<file path="src/rtl/i2s_audio.sv">
// ---------------------------------------------------------------------------
// i2s_audio
//
// Digital audio data port for a WM8731 codec running as I2S master with
// DATA_W-bit words. The codec drives BCLK and both LRCKs; this block
// oversamples them in the clk domain (f_clk >= 10 x f_BCLK), deserialises
// ADC samples into parallel stereo words, and serialises playback words onto
// DACDAT from a one-deep holding buffer.
//
// Optional feature macro: I2S_LOOPBACK_EN
//   Defined     : every recorded frame is written into the playback buffer,
//                 the external play_* handshake is ignored, play_ready = 0.
//   Not defined : playback frames come from the valid/ready handshake.
//
// Ports
//   clk            system clock, all logic on its rising edge
//   reset          synchronous, active-low reset
//   aud_bclk       codec bit clock (asynchronous)
//   aud_adclrck    ADC frame clock, 0 = left
//   aud_adcdat     ADC serial data
//   aud_daclrck    DAC frame clock, 0 = left
//   aud_dacdat     DAC serial data
//   rec_left/right last complete recorded stereo frame
//   rec_valid      one-cycle pulse when rec_left/rec_right update
//   play_left/right, play_valid, play_ready   playback handshake
//   play_underrun  sticky: a DAC frame started with the buffer empty
// ---------------------------------------------------------------------------
module i2s_audio #(
    parameter int DATA_W = 16
) (
    input  logic              clk,
    input  logic              reset,
    input  logic              aud_bclk,
    input  logic              aud_adclrck,
    input  logic              aud_adcdat,
    input  logic              aud_daclrck,
    output logic              aud_dacdat,
    output logic [DATA_W-1:0] rec_left,
    output logic [DATA_W-1:0] rec_right,
    output logic              rec_valid,
    input  logic [DATA_W-1:0] play_left,
    input  logic [DATA_W-1:0] play_right,
    input  logic              play_valid,
    output logic              play_ready,
    output logic              play_underrun
);

    localparam int CNT_W = $clog2(DATA_W + 1);
    localparam logic [CNT_W-1:0] CNT_MAX  = CNT_W'(DATA_W);
    localparam logic [CNT_W-1:0] CNT_LAST = CNT_W'(DATA_W - 1);

    typedef enum logic [1:0] {
        S_WAIT  = 2'd0,
        S_LEFT  = 2'd1,
        S_RIGHT = 2'd2
    } chan_e;

    // -----------------------------------------------------------------------
    // Input synchronisers. All four pins see the same two-flop delay so the
    // synced LRCK/data are coherent with the synced BCLK edge.
    // -----------------------------------------------------------------------
    logic [1:0] bclk_sync, adclr_sync, adcdat_sync, daclr_sync;
    logic       bclk_d;

    always_ff @(posedge clk) begin
        if (!reset) begin
            bclk_sync   <= '0;
            adclr_sync  <= '0;
            adcdat_sync <= '0;
            daclr_sync  <= '0;
            bclk_d      <= 1'b0;
        end else begin
            bclk_sync   <= {bclk_sync[0], aud_bclk};
            adclr_sync  <= {adclr_sync[0], aud_adclrck};
            adcdat_sync <= {adcdat_sync[0], aud_adcdat};
            daclr_sync  <= {daclr_sync[0], aud_daclrck};
            bclk_d      <= bclk_sync[1];
        end
    end

    logic bclk_s, adclr_s, adcdat_s, daclr_s;
    logic bclk_rise, bclk_fall;

    assign bclk_s    = bclk_sync[1];
    assign adclr_s   = adclr_sync[1];
    assign adcdat_s  = adcdat_sync[1];
    assign daclr_s   = daclr_sync[1];
    assign bclk_rise = bclk_s & ~bclk_d;
    assign bclk_fall = ~bclk_s & bclk_d;

    // -----------------------------------------------------------------------
    // LRCK history, sampled on BCLK rising edges only. The *_seen flag keeps
    // the first sample after reset from being mistaken for a frame edge, so
    // both FSMs resynchronise on a genuine LRCK transition.
    // -----------------------------------------------------------------------
    logic adc_lr_prev, adc_lr_seen, dac_lr_prev, dac_lr_seen;
    logic adc_edge, dac_edge;

    always_ff @(posedge clk) begin
        if (!reset) begin
            adc_lr_prev <= 1'b0;
            adc_lr_seen <= 1'b0;
            dac_lr_prev <= 1'b0;
            dac_lr_seen <= 1'b0;
        end else if (bclk_rise) begin
            adc_lr_prev <= adclr_s;
            adc_lr_seen <= 1'b1;
            dac_lr_prev <= daclr_s;
            dac_lr_seen <= 1'b1;
        end
    end

    assign adc_edge = bclk_rise & adc_lr_seen & (adclr_s != adc_lr_prev);
    assign dac_edge = bclk_rise & dac_lr_seen & (daclr_s != dac_lr_prev);

    // -----------------------------------------------------------------------
    // ADC frame FSM
    // -----------------------------------------------------------------------
    chan_e adc_state, adc_next;

    always_ff @(posedge clk) begin
        if (!reset) adc_state <= S_WAIT;
        else        adc_state <= adc_next;
    end

    always_comb begin
        adc_next = adc_state;
        if (adc_edge) adc_next = adclr_s ? S_RIGHT : S_LEFT;
    end

    // ADC datapath. The frame-edge rise is the I2S delay slot, so shifting
    // starts on the following rise.
    logic [CNT_W-1:0]  adc_cnt;
    logic [DATA_W-1:0] adc_sr, left_stage, adc_word;
    logic              left_have, adc_shift, adc_last;

    assign adc_word  = {adc_sr[DATA_W-2:0], adcdat_s};
    assign adc_shift = bclk_rise & ~adc_edge & (adc_state != S_WAIT) & (adc_cnt < CNT_MAX);
    assign adc_last  = adc_shift & (adc_cnt == CNT_LAST);

    always_ff @(posedge clk) begin
        if (!reset) begin
            adc_cnt    <= '0;
            adc_sr     <= '0;
            left_stage <= '0;
            left_have  <= 1'b0;
            rec_left   <= '0;
            rec_right  <= '0;
            rec_valid  <= 1'b0;
        end else begin
            rec_valid <= 1'b0;
            if (adc_edge) begin
                adc_cnt <= '0;
                // A new left half invalidates any stale, unpaired left word.
                if (!adclr_s) left_have <= 1'b0;
            end else if (adc_shift) begin
                adc_sr  <= adc_word;
                adc_cnt <= adc_cnt + 1'b1;
                if (adc_last) begin
                    if (adc_state == S_LEFT) begin
                        left_stage <= adc_word;
                        left_have  <= 1'b1;
                    end else if (left_have) begin
                        rec_left  <= left_stage;
                        rec_right <= adc_word;
                        rec_valid <= 1'b1;
                        left_have <= 1'b0;
                    end
                end
            end
        end
    end

    // -----------------------------------------------------------------------
    // DAC frame FSM
    // -----------------------------------------------------------------------
    chan_e dac_state, dac_next;

    always_ff @(posedge clk) begin
        if (!reset) dac_state <= S_WAIT;
        else        dac_state <= dac_next;
    end

    always_comb begin
        dac_next = dac_state;
        if (dac_edge) dac_next = daclr_s ? S_RIGHT : S_LEFT;
    end

    // -----------------------------------------------------------------------
    // Playback buffer source selection
    // -----------------------------------------------------------------------
    logic              buf_full, rdy_en, buf_wr;
    logic [DATA_W-1:0] wr_left, wr_right;

`ifdef I2S_LOOPBACK_EN
    logic unused_play;
    assign unused_play = ^{play_left, play_right, play_valid, rdy_en};
    assign buf_wr      = rec_valid;
    assign wr_left     = rec_left;
    assign wr_right    = rec_right;
    assign play_ready  = 1'b0;
`else
    // rdy_en holds play_ready low while in reset and lets it rise on the
    // first cycle after reset is released.
    assign play_ready  = rdy_en & ~buf_full;
    assign buf_wr      = play_valid & play_ready;
    assign wr_left     = play_left;
    assign wr_right    = play_right;
`endif

    // -----------------------------------------------------------------------
    // DAC datapath and buffer. A write coinciding with a left-start unload
    // stores the new frame while the unload takes the previous contents
    // (non-blocking reads of buf_*), so the buffer stays full.
    // -----------------------------------------------------------------------
    logic              left_start;
    logic [DATA_W-1:0] buf_left, buf_right, right_latch, dac_sr;
    logic [CNT_W-1:0]  dac_cnt;

    assign left_start = dac_edge & ~daclr_s;

    always_ff @(posedge clk) begin
        if (!reset) begin
            rdy_en        <= 1'b0;
            buf_full      <= 1'b0;
            buf_left      <= '0;
            buf_right     <= '0;
            right_latch   <= '0;
            dac_sr        <= '0;
            dac_cnt       <= '0;
            aud_dacdat    <= 1'b0;
            play_underrun <= 1'b0;
        end else begin
            rdy_en <= 1'b1;

            if (buf_wr) begin
                buf_left  <= wr_left;
                buf_right <= wr_right;
            end

            if (buf_wr)          buf_full <= 1'b1;
            else if (left_start) buf_full <= 1'b0;

            if (left_start) begin
                dac_cnt <= '0;
                if (buf_full) begin
                    dac_sr      <= buf_left;
                    right_latch <= buf_right;
                end else begin
                    dac_sr        <= '0;
                    right_latch   <= '0;
                    play_underrun <= 1'b1;
                end
            end else if (dac_edge) begin
                dac_cnt <= '0;
                dac_sr  <= right_latch;
            end else if (bclk_fall) begin
                if (dac_state == S_WAIT) begin
                    aud_dacdat <= 1'b0;
                end else if (dac_cnt < CNT_MAX) begin
                    aud_dacdat <= dac_sr[DATA_W-1];
                    dac_sr     <= {dac_sr[DATA_W-2:0], 1'b0};
                    dac_cnt    <= dac_cnt + 1'b1;
                end else begin
                    aud_dacdat <= 1'b0;
                end
            end
        end
    end

endmodule

</file>
<file path="config.mk">
export PLATFORM = sky130hd
export DESIGN_NAME = i2s_audio
export DESIGN_NICKNAME = d
export VERILOG_FILES = /design/src/rtl/i2s_audio.sv
export SDC_FILE = /design/constraint.sdc
export NUM_CORES = 1
export LEC_CHECK = 0
export CAP_MARGIN = 10
export CORE_ASPECT_RATIO = 2
export CORE_MARGIN = 2
export CORE_UTILIZATION = 35
export CTS_BUF_LIST = sky130_fd_sc_hd__clkbuf_8
export CTS_CLUSTER_DIAMETER = 40
export DETAILED_ROUTE_END_ITERATION = 6
export SYNTH_ARGS = -nofsm -noshare
export SYNTH_HDL_FRONTEND = slang
export SYNTH_SLANG_ARGS = --single-unit
export TNS_END_PERCENT = 50
</file>
<file path="constraint.sdc">
create_clock -name clk -period 4.4 [get_ports clk]
set_input_delay 0.44 -clock clk [delete_from_list [all_inputs] [get_ports clk]]
set_output_delay 0.44 -clock clk [all_outputs]
set_load 0.01 [all_outputs]
</file>
==> metrics.cfg, run 1 <==
[sta]
holdWs_ps = 417
finalSetupViolCount = 0
min_period_over_period_pct = 62.3
hold_viol = 0
grt_setup_unrepaired = false
worst_pin_slew_ps = 1060
fmax_mhz = 365
maxSlewHeadroom_pct = 29.0
fin_skew_ps = 17.3
fin_setup_tns_ps = 0
fin_ws_ps = 1660
fin_crit_ps = 2740
report.final.slew_viol_count = 0

[place]
io_buffers = 74
dp_hpwl_mm = 8.40
place.gp.congestion = 0.729
dpl-instance-area_mm2 = 0.00687
dp_cells = 909
place_ws_ps = 1690

[clocking]
cts_buffer_depth = 2
clk_pin_slew_worst_paths_ps = 90
cts.repair.resized = 0
cts_tree = done
h-tree-depth = 4
cts_inserted_buffers = 17
postCtsHoldBufs = 0
cts_setup_buffers = 0
cts-root-buf = clkbuf_8
clock_latency_ps = 470
numClockSinks = 159

[synth]
ys_seq_area_share_pct = 52.4
synthMuxAreaShare_pct = 5.76
syn_area_mm2 = 0.00608
synth_adder_area_share_pct = 0.618
synth_cells = 677
synthXorXnorAreaFrac_pct = 0.865
synth_most_common_cell = dfxtp_1
synth_cell_types = 46
synthTopCellsByCount = 159 x dfxtp_1, 120 x nand2_1, 56 x a21oi_1
async_flop_share_pct = 0
syn_area_per_cell_um2 = 8.98
synth-simple-area-share_pct = 19.2
ys.flop_type = dfxtp_1
synth_compound_gate_area_share_pct = 16.1
yosys_warnings = 0
synthTopCellsByArea = dfxtp_1 52%, nand2_1 7.4%, mux2i_1 5.8%
synth_edf_count = 0
yosysTopAreaCell = dfxtp_1
synth_top_family_by_area = simple AND/OR/NAND/NOR gates
syn_nets = 719
ys_ff_latch = 159
yosysTopAreaCellShare_pct = 52.4

[floorplan]
num_rows = 68
die_h_um = 190
boundaryPins = 75
dieWidth_um = 97.2
initial_core_util_pct = 35.5
core_mm2 = 0.0171
die-area_mm2 = 0.0185

[critical_path]
required_ps = 4790
slowest_stage = o2111ai_4
arrival_ps = 3130
critPathMaxFanout = 34
start_kind = flop
path_cells = nand3b_1, o2111ai_4, buf_4, nand3_1, o21ai_0
path_class = flop to flop
r2r_setup_slack_ps = 1660
cp-end-kind = flop
critPathMaxStageDelay_ps = 880
r2r_cells = 5

[cells_and_area]
fill_cells = 1709
fin_nets = 760
n_antenna_cell = 0
drive_gt1_share_pct = 6.70
final_cell_area_mm2 = 0.00725
utilization_pct = 42.4
final_cells = 941
syn_to_final_growth_pct = 19.4

[route]
route.detailed.drc = 0
drt-initial-drc-count = 241
routedWlPerCell_um = 14.2
postRouteAntennaNets = 0
viasPerCell = 5.01
vias = 4712
drt-pass1-iter-count = 4
wl_mm = 13.3

[global_routing]
gr-total-overflow = 0
grt_max_degree = 95
grt_pass1_wl_mm = 22.5
grt_pass1_vias = 4468
antenna_found_initial = 0
gr-usage-all-layers_pct = 14.8

[run_status]
outcome = completed

[power]
pwr_density_cell_mw_per_mm2 = 365
design_power_total_mw = 2.65
vdd.ir_drop.worst_mv = 0.157
p_leak_nw = 2.56

[flow_run]
cap_violations = 0

[worst_hold_path]
min_path_type = input port to flop
whs_path_depth = 3

==> kinds of logic after synthesis <==
family                     count (synthesis)
AOI/OAI and AO/OA                        157
xor gates and xnor gates                   6
adders and majority gates                  3
buffers and inverters                     65
DFF                                      159
muxes                                     35
and+or+nand+nor                          252
==> final timing paths <==
check,startpoint,to
max,bclk_d,rec_left[8]
min,reset,adc_lr_prev
max reg2reg,bclk_d,rec_left[8]
min reg2reg,adclr_sync[0],adclr_sync[1]
==> report_power, final <==
part | switching (mW) | total, mW | internal [mW]
logic | 0.0615 | 0.111 | 0.0499
registers | 0.0166 | 1.47 | 1.46
clock network | 0.579 | 1.07 | 0.487
total | 0.657 | 2.65 | 1.99
==> cell type report <==
class,instances,area [um2],share of cell area (%)
multi-input cells,453,2610,35.9
clock inverters,13,128,1.76
well taps,210,263,3.62
inverters,5,18.8,0.259
clock buffers,19,262,3.60
repair buffers,82,796,11.0
flip-flops and latches,159,3180,43.9
==> cell usage in the layout (no fill, tap or decap), drive strengths merged, types with 2 or more instances in the layout <==
| cell | instances |
|---|---|
| and3b | 2 |
| nand2b | 4 |
| nor2b | 4 |
| a31oi | 2 |
| ha | 3 |
| o311a | 14 |
| xnor2 | 5 |
| nor2 | 34 |
| inv | 10 |
| buf | 9 |
| nor3 | 17 |
| a21oi | 56 |
| dfxtp | 159 |
| o21ai | 38 |
| nand4 | 18 |
| nand3b | 2 |
| nand2 | 120 |
| a22oi | 17 |
| o211ai | 2 |
| o22ai | 14 |
| mux2i | 35 |
| clkdlybuf4s50 | 73 |
| nand3 | 34 |
| clkinv | 4 |
| o21a | 5 |
| clkinvlp | 3 |
| and2 | 12 |
| a41oi | 2 |
| clkbuf | 19 |
==> critical path: cells and delay by family, from the launching register on <==
kind,cells,cell delay [ps]
flops,1,360
simple gates,2,870
buf+inv,1,410
compound gates,2,990
==> per-layer routing <==
layer  part of all wire, %  GRT usage [%]  vias up
met1                    48           19.9     2164
met5                     0              0        -
met3                   4.2           4.00       18
met4                   1.9           6.01        0
li1                      -              -     2446
met2                    46           22.7       84
==> flip-flops by register name (all words and copies together) (netlist names), 2 cells and up <==
register	count
dac_cnt	5
left_stage	16
buf_left	16
adc_sr	15
rec_left	16
bclk_sync	2
adcdat_sync	2
dac_sr	16
dac_state	2
adc_state	2
adclr_sync	2
right_latch	16
daclr_sync	2
adc_cnt	5
rec_right	16
buf_right	16
Note: power is estimated with default switching activity, not from simulation.
==> run 2: changes to the inputs <==
==> constraint.sdc (replaced) <==
create_clock -name clk -period 2.6 [get_ports clk]
set_input_delay 0.26 -clock clk [delete_from_list [all_inputs] [get_ports clk]]
set_output_delay 0.26 -clock clk [all_outputs]
set_load 0.01 [all_outputs]
==> run 2 against run 1 <==
  * Clock skew is 4.9 ps lower
  * Die area stayed put
  * Flip-flop and latch count did not move
  * Non-clock buffer count is 6 higher
  * Count of clock-buffer cells in the layout stayed put
  * Final cell count is 0.64% higher
  * Power rose by 74%
  * Fmax increased by 35%
  * Largest power group unchanged
==> metrics.cfg, run 2 (same netlist as run 1, synthesis figures left out) <==
[run_status]
outcome = completed  ; unchanged

[global_routing]
grt_max_degree = 66  ; was 95
gr-total-overflow = 0  ; unchanged
antenna_found_initial = 0  ; unchanged
gr-usage-all-layers_pct = 14.5  ; was 14.8%
grt_pass1_wl_mm = 22.2  ; was 22.5 mm
grt_pass1_vias = 4512  ; was 4468

[route]
route.detailed.drc = 0  ; unchanged
drt-pass1-iter-count = 4  ; unchanged
postRouteAntennaNets = 0  ; unchanged
drt-initial-drc-count = 191  ; was 241
routedWlPerCell_um = 14.1  ; was 14.2 um
viasPerCell = 5.14  ; was 5.01
vias = 4863  ; was 4712
wl_mm = 13.4  ; was 13.3 mm

[floorplan]
die-area_mm2 = 0.0185  ; unchanged
die_h_um = 190  ; unchanged
initial_core_util_pct = 35.5  ; unchanged
num_rows = 68  ; unchanged
core_mm2 = 0.0171  ; unchanged
boundaryPins = 75  ; unchanged
dieWidth_um = 97.2  ; unchanged

[sta]
maxSlewHeadroom_pct = 20.8  ; was 29.0%
fin_setup_tns_ps = 0  ; unchanged
min_period_over_period_pct = 77.9  ; was 62.3%
fin_skew_ps = 12.4  ; was 17.3 ps
fin_ws_ps = 575  ; was 1660 ps
fmax_mhz = 494  ; was 365 MHz
grt_setup_unrepaired = false  ; unchanged
finalSetupViolCount = 0  ; unchanged
hold_viol = 0  ; unchanged
worst_pin_slew_ps = 1190  ; was 1060 ps
report.final.slew_viol_count = 0  ; unchanged
fin_crit_ps = 2020  ; was 2740 ps

[clocking]
cts_inserted_buffers = 17  ; unchanged
clock_latency_ps = 440  ; was 470 ps
numClockSinks = 159  ; unchanged
cts_setup_buffers = 0  ; unchanged
cts_buffer_depth = 2  ; unchanged
postCtsHoldBufs = 0  ; unchanged
cts-root-buf = clkbuf_8  ; unchanged
cts_tree = done  ; unchanged
cts.repair.resized = 0  ; unchanged
clk_pin_slew_worst_paths_ps = 90  ; about the same
h-tree-depth = 4  ; unchanged

[critical_path]
path_class = flop to flop  ; unchanged
required_ps = 2980  ; was 4790 ps
start_kind = flop  ; unchanged
arrival_ps = 2400  ; was 3130 ps
critPathMaxFanout = 33  ; was 34
cp-end-kind = flop  ; unchanged

[cells_and_area]
final_common_cell = dfxtp_1  ; unchanged
drive_gt1_share_pct = 7.33  ; was 6.70%
utilization_pct = 43.0  ; was 42.4%
syn_to_final_growth_pct = 21.1  ; was 19.4%
layout_common_cells = 159 x dfxtp_1, 120 x nand2_1, 73 x clkdlybuf4s50_1  ; unchanged
fin_nets = 766  ; was 760
final_cells = 947  ; was 941
n_antenna_cell = 0  ; unchanged

[power]
power_frac_seq_pct = 54.2  ; was 55.6%
share_comb_of_total_power_pct = 4.4  ; was 4.2%
switchingPower_mw = 1.04  ; was 0.657 mW
swShare_pct = 22.6  ; was 24.8%
pwr-share-clk_pct = 41.5  ; was 40.2%
pwr_density_cell_mw_per_mm2 = 625  ; was 365 mW/mm2
vdd.ir_drop.worst_mv = 0.275  ; was 0.157 mV
p_int_mw = 3.56  ; was 1.99 mW
p_leak_nw = 2.62  ; was 2.56 nW

[place]
dp_hpwl_mm = 8.66  ; was 8.40 mm
io_buffers = 74  ; unchanged
place_ws_ps = 501  ; was 1690 ps
dp_cells = 915  ; was 909
place.gp.congestion = 0.734  ; was 0.729

[flow_run]
cap_violations = 0  ; unchanged

[worst_hold_path]
min_path_type = input port to flop  ; unchanged

==> run 2: cell count changes in the layout (fill, tap and decap cells not counted), sizes merged <==
cell,previous run,this run
clkinv,4,5
buf,9,15
bufinv,1,3
clkinvlp,3,2
inv,10,8
==> run 2: worst paths after layout <==
check	depth (start not counted)	startpoint	slack, ps	to
worst max register to register	4	buf_full	580	buf_right[14]
worst min register to register	1	daclr_sync[0]	440	daclr_sync[1]
worst max-delay path	4	buf_full	580	buf_right[14]
worst min-delay path	2	reset	210	bclk_d
==> run 2: critical path, stage by stage, from the launching register on <==
cell	delay, ps
dfxtp_1	430
nor2b_1	240
and2_1	950
nand2_1	180
a21oi_1	160
==> run 2: metrics by stage <==
step / hold slack [ps] / area (um2) / total power, mW
final: 206 / 7360 / 4.60
after global routing: 191 / 7360 / 4.78
after CTS: 184 / 7360 / 4.67
after detailed placement: 421 / 6940 / 2.75
after global placement: 416 / 6940 / 2.75
after floorplan: 288 / 6080 / 2.65
==> run 2: layer usage <==
layer | GRT usage (%) | wire length, um
met3 | 3.41 | 482
met1 | 18.8 | 6410
met2 | 23.7 | 6260
met4 | 5.31 | 208
met5 | 0 | 0
==> run 2: power by group through the flow <==
stage                     clock [mW]  sequential, mW  combinational, mW
after floorplan                    0            2.54              0.113
after global placement             0            2.55              0.201
after detailed placement           0            2.55              0.204
after CTS                       1.97            2.49              0.205
after global routing            2.06            2.50              0.222
final                           1.91            2.49              0.201
==> run 2: final cells by class <==
class | instances | area [um2]
clock buffers | 19 | 262
clock inverters | 13 | 163
fillers | 1655 | 9740
inverters | 5 | 18.8
multi-input cells | 453 | 2610
flip-flops and latches | 159 | 3180
well taps | 210 | 263
repair buffers | 88 | 866
==> run 3: changes to the inputs <==
==> constraint.sdc (replaced) <==
create_clock -name clk -period 2.04 [get_ports clk]
set_input_delay 0.204 -clock clk [delete_from_list [all_inputs] [get_ports clk]]
set_output_delay 0.204 -clock clk [all_outputs]
set_load 0.01 [all_outputs]
==> run 3 against run 2 <==
  * Critical path depth increased by 4
  * Final cell count up 0.63%
  * Core utilization up 0.23 points
  * Clock skew fell by 3.5 ps
  * Via count fell by 0.64%
  * Sequential power is 27% higher
  * Register-to-register slack lost 340 ps
  * Count of clock-buffer cells in the layout shrank 1
  * Non-clock buffer count increased by 7
  * Die area unchanged
  * Clock power up 21%
  * Highest routed layer unchanged
==> metrics.cfg, run 3 (same netlist as run 1, synthesis figures left out) <==
[route]
drt-initial-drc-count = 278  ; was 191
postRouteAntennaNets = 0  ; unchanged
route.detailed.drc = 0  ; unchanged
viasPerCell = 5.07  ; was 5.14
drt-pass1-iter-count = 4  ; unchanged
wl_mm = 13.1  ; was 13.4 mm
vias = 4832  ; was 4863
routedWlPerCell_um = 13.8  ; was 14.1 um

[global_routing]
gr-total-overflow = 0  ; unchanged
gr-usage-all-layers_pct = 14.5  ; about the same
grt_pass1_wl_mm = 22.1  ; was 22.2 mm
grt_max_degree = 66  ; unchanged
antenna_found_initial = 0  ; unchanged
grt_pass1_vias = 4512  ; unchanged

[critical_path]
start_kind = flop  ; unchanged
crit_family = simple AND/OR/NAND/NOR gates  ; unchanged
critPathMaxStageDelay_ps = 340  ; was 950 ps
arrival_ps = 2170  ; was 2400 ps
critPathMaxFanout = 65  ; was 33
crit_buf_inv = 1  ; was 0
cp-startpoint = adc_cnt[0]  ; was buf_full
worstReg2RegStart = adc_cnt[0]  ; was buf_full
slowest_stage = dfxtp_1  ; was and2_1
path_cells = ha_1, and3_1, ha_1, and2_4, o2111ai_4, buf_12, nand3_1, o21ai_0  ; was nor2b_1, and2_1, nand2_1, a21oi_1
path_class = flop to flop  ; unchanged
cpMostUsedCell = ha_1
required_ps = 2400  ; was 2980 ps
cp-end-kind = flop  ; unchanged

[sta]
finalSetupViolCount = 0  ; unchanged
worst_pin_slew_ps = 639  ; was 1190 ps
grt_setup_unrepaired = false  ; unchanged
fin_crit_ps = 1810  ; was 2020 ps
report.final.slew_viol_count = 0  ; unchanged
fmax_mhz = 553  ; was 494 MHz
maxSlewHeadroom_pct = 57.4  ; was 20.8%
fin_skew_ps = 8.88  ; was 12.4 ps
min_period_over_period_pct = 88.7  ; was 77.9%
fin_setup_tns_ps = 0  ; unchanged
hold_viol = 0  ; unchanged

[floorplan]
die-area_mm2 = 0.0185  ; unchanged
boundaryPins = 75  ; unchanged
initial_core_util_pct = 35.5  ; unchanged
die_h_um = 190  ; unchanged
num_rows = 68  ; unchanged
dieWidth_um = 97.2  ; unchanged
core_mm2 = 0.0171  ; unchanged

[place]
place.gp.congestion = 0.770  ; was 0.734
io_buffers = 74  ; unchanged
dp_hpwl_mm = 8.60  ; was 8.66 mm

[clocking]
cts_buffer_depth = 2  ; unchanged
cts_tree = done  ; unchanged
postCtsHoldBufs = 0  ; unchanged
cts-root-buf = clkbuf_8  ; unchanged
numClockSinks = 159  ; unchanged
clock_latency_ps = 440  ; about the same
cts_inserted_buffers = 17  ; unchanged
h-tree-depth = 4  ; unchanged
cts_setup_buffers = 0  ; unchanged
clk_pin_slew_worst_paths_ps = 80  ; was 90 ps
cts.repair.resized = 0  ; unchanged

[cells_and_area]
final_common_cell = dfxtp_1  ; unchanged
utilization_pct = 43.3  ; was 43.0%
drive_gt1_share_pct = 8.08  ; was 7.33%
layout_common_cells = 159 x dfxtp_1, 120 x nand2_1, 73 x clkdlybuf4s50_1  ; unchanged
fin_nets = 773  ; was 766
n_antenna_cell = 0  ; unchanged
syn_to_final_growth_pct = 21.8  ; was 21.1%

[run_status]
outcome = completed  ; unchanged

[worst_hold_path]
min-delay-start = reset  ; unchanged
min_path_type = input port to flop  ; unchanged

[power]
pwr_density_cell_mw_per_mm2 = 778  ; was 625 mW/mm2
vdd.ir_drop.worst_mv = 0.327  ; was 0.275 mV
p_leak_nw = 2.65  ; was 2.62 nW
design_power_total_mw = 5.75  ; was 4.60 mW

[flow_run]
cap_violations = 0  ; unchanged

-- run 3: worst reg2reg max path: stages, from the launching register on --
cell       delay, ps
dfxtp_1          340
ha_1             220
and3_1           190
ha_1             230
and2_4           190
o2111ai_4         70
buf_12           260
nand3_1          140
o21ai_0          100
-- run 3: final timing paths --
kind / to / slack [ps] / cells after the start
max: rec_right[3] / 230 / 8
min: daclr_sync[0] / 160 / 2
max reg2reg: rec_right[3] / 230 / 8
min reg2reg: bclk_sync[1] / 440 / 1
-- run 3: routing by layer --
| layer | routed length, um | GRT usage, % | vias up |
|---|---|---|---|
| li1 | - | - | 2477 |
| met1 | 6340 | 18.8 | 2271 |
| met2 | 6200 | 23.3 | 77 |
| met3 | 444 | 3.96 | 7 |
| met4 | 151 | 4.71 | 0 |
| met5 | 0 | 0 | - |
-- run 3: layout make-up --
type	count	area, um2
clock buffers	18	248
clock inverters	13	149
fillers	1702	9700
inverters	5	18.8
multi-input cells	453	2610
flip-flops and latches	159	3180
well taps	210	263
repair buffers	95	931
-- run 3: stage by stage --
step | setup slack (ps) | std cells | hold slack [ps] | instance area, um2
after global routing | 48.4 | 953 | 138 | 7400
after CTS | 176 | 953 | 138 | 7400
after detailed placement | 180 | 922 | 421 | 7000
after global placement | 280 | 922 | 419 | 7000
final | 231 | 953 | 161 | 7400
after floorplan | 263 | 677 | 232 | 6080
-- run 3: where the power goes --
part / leakage, nW / switching [mW] / internal, mW
logic: 1.16 / 0.141 / 0.119
clock network: 0.203 / 1.10 / 1.22
registers: 1.29 / 0.0291 / 3.14
total: 2.65 / 1.27 / 4.48
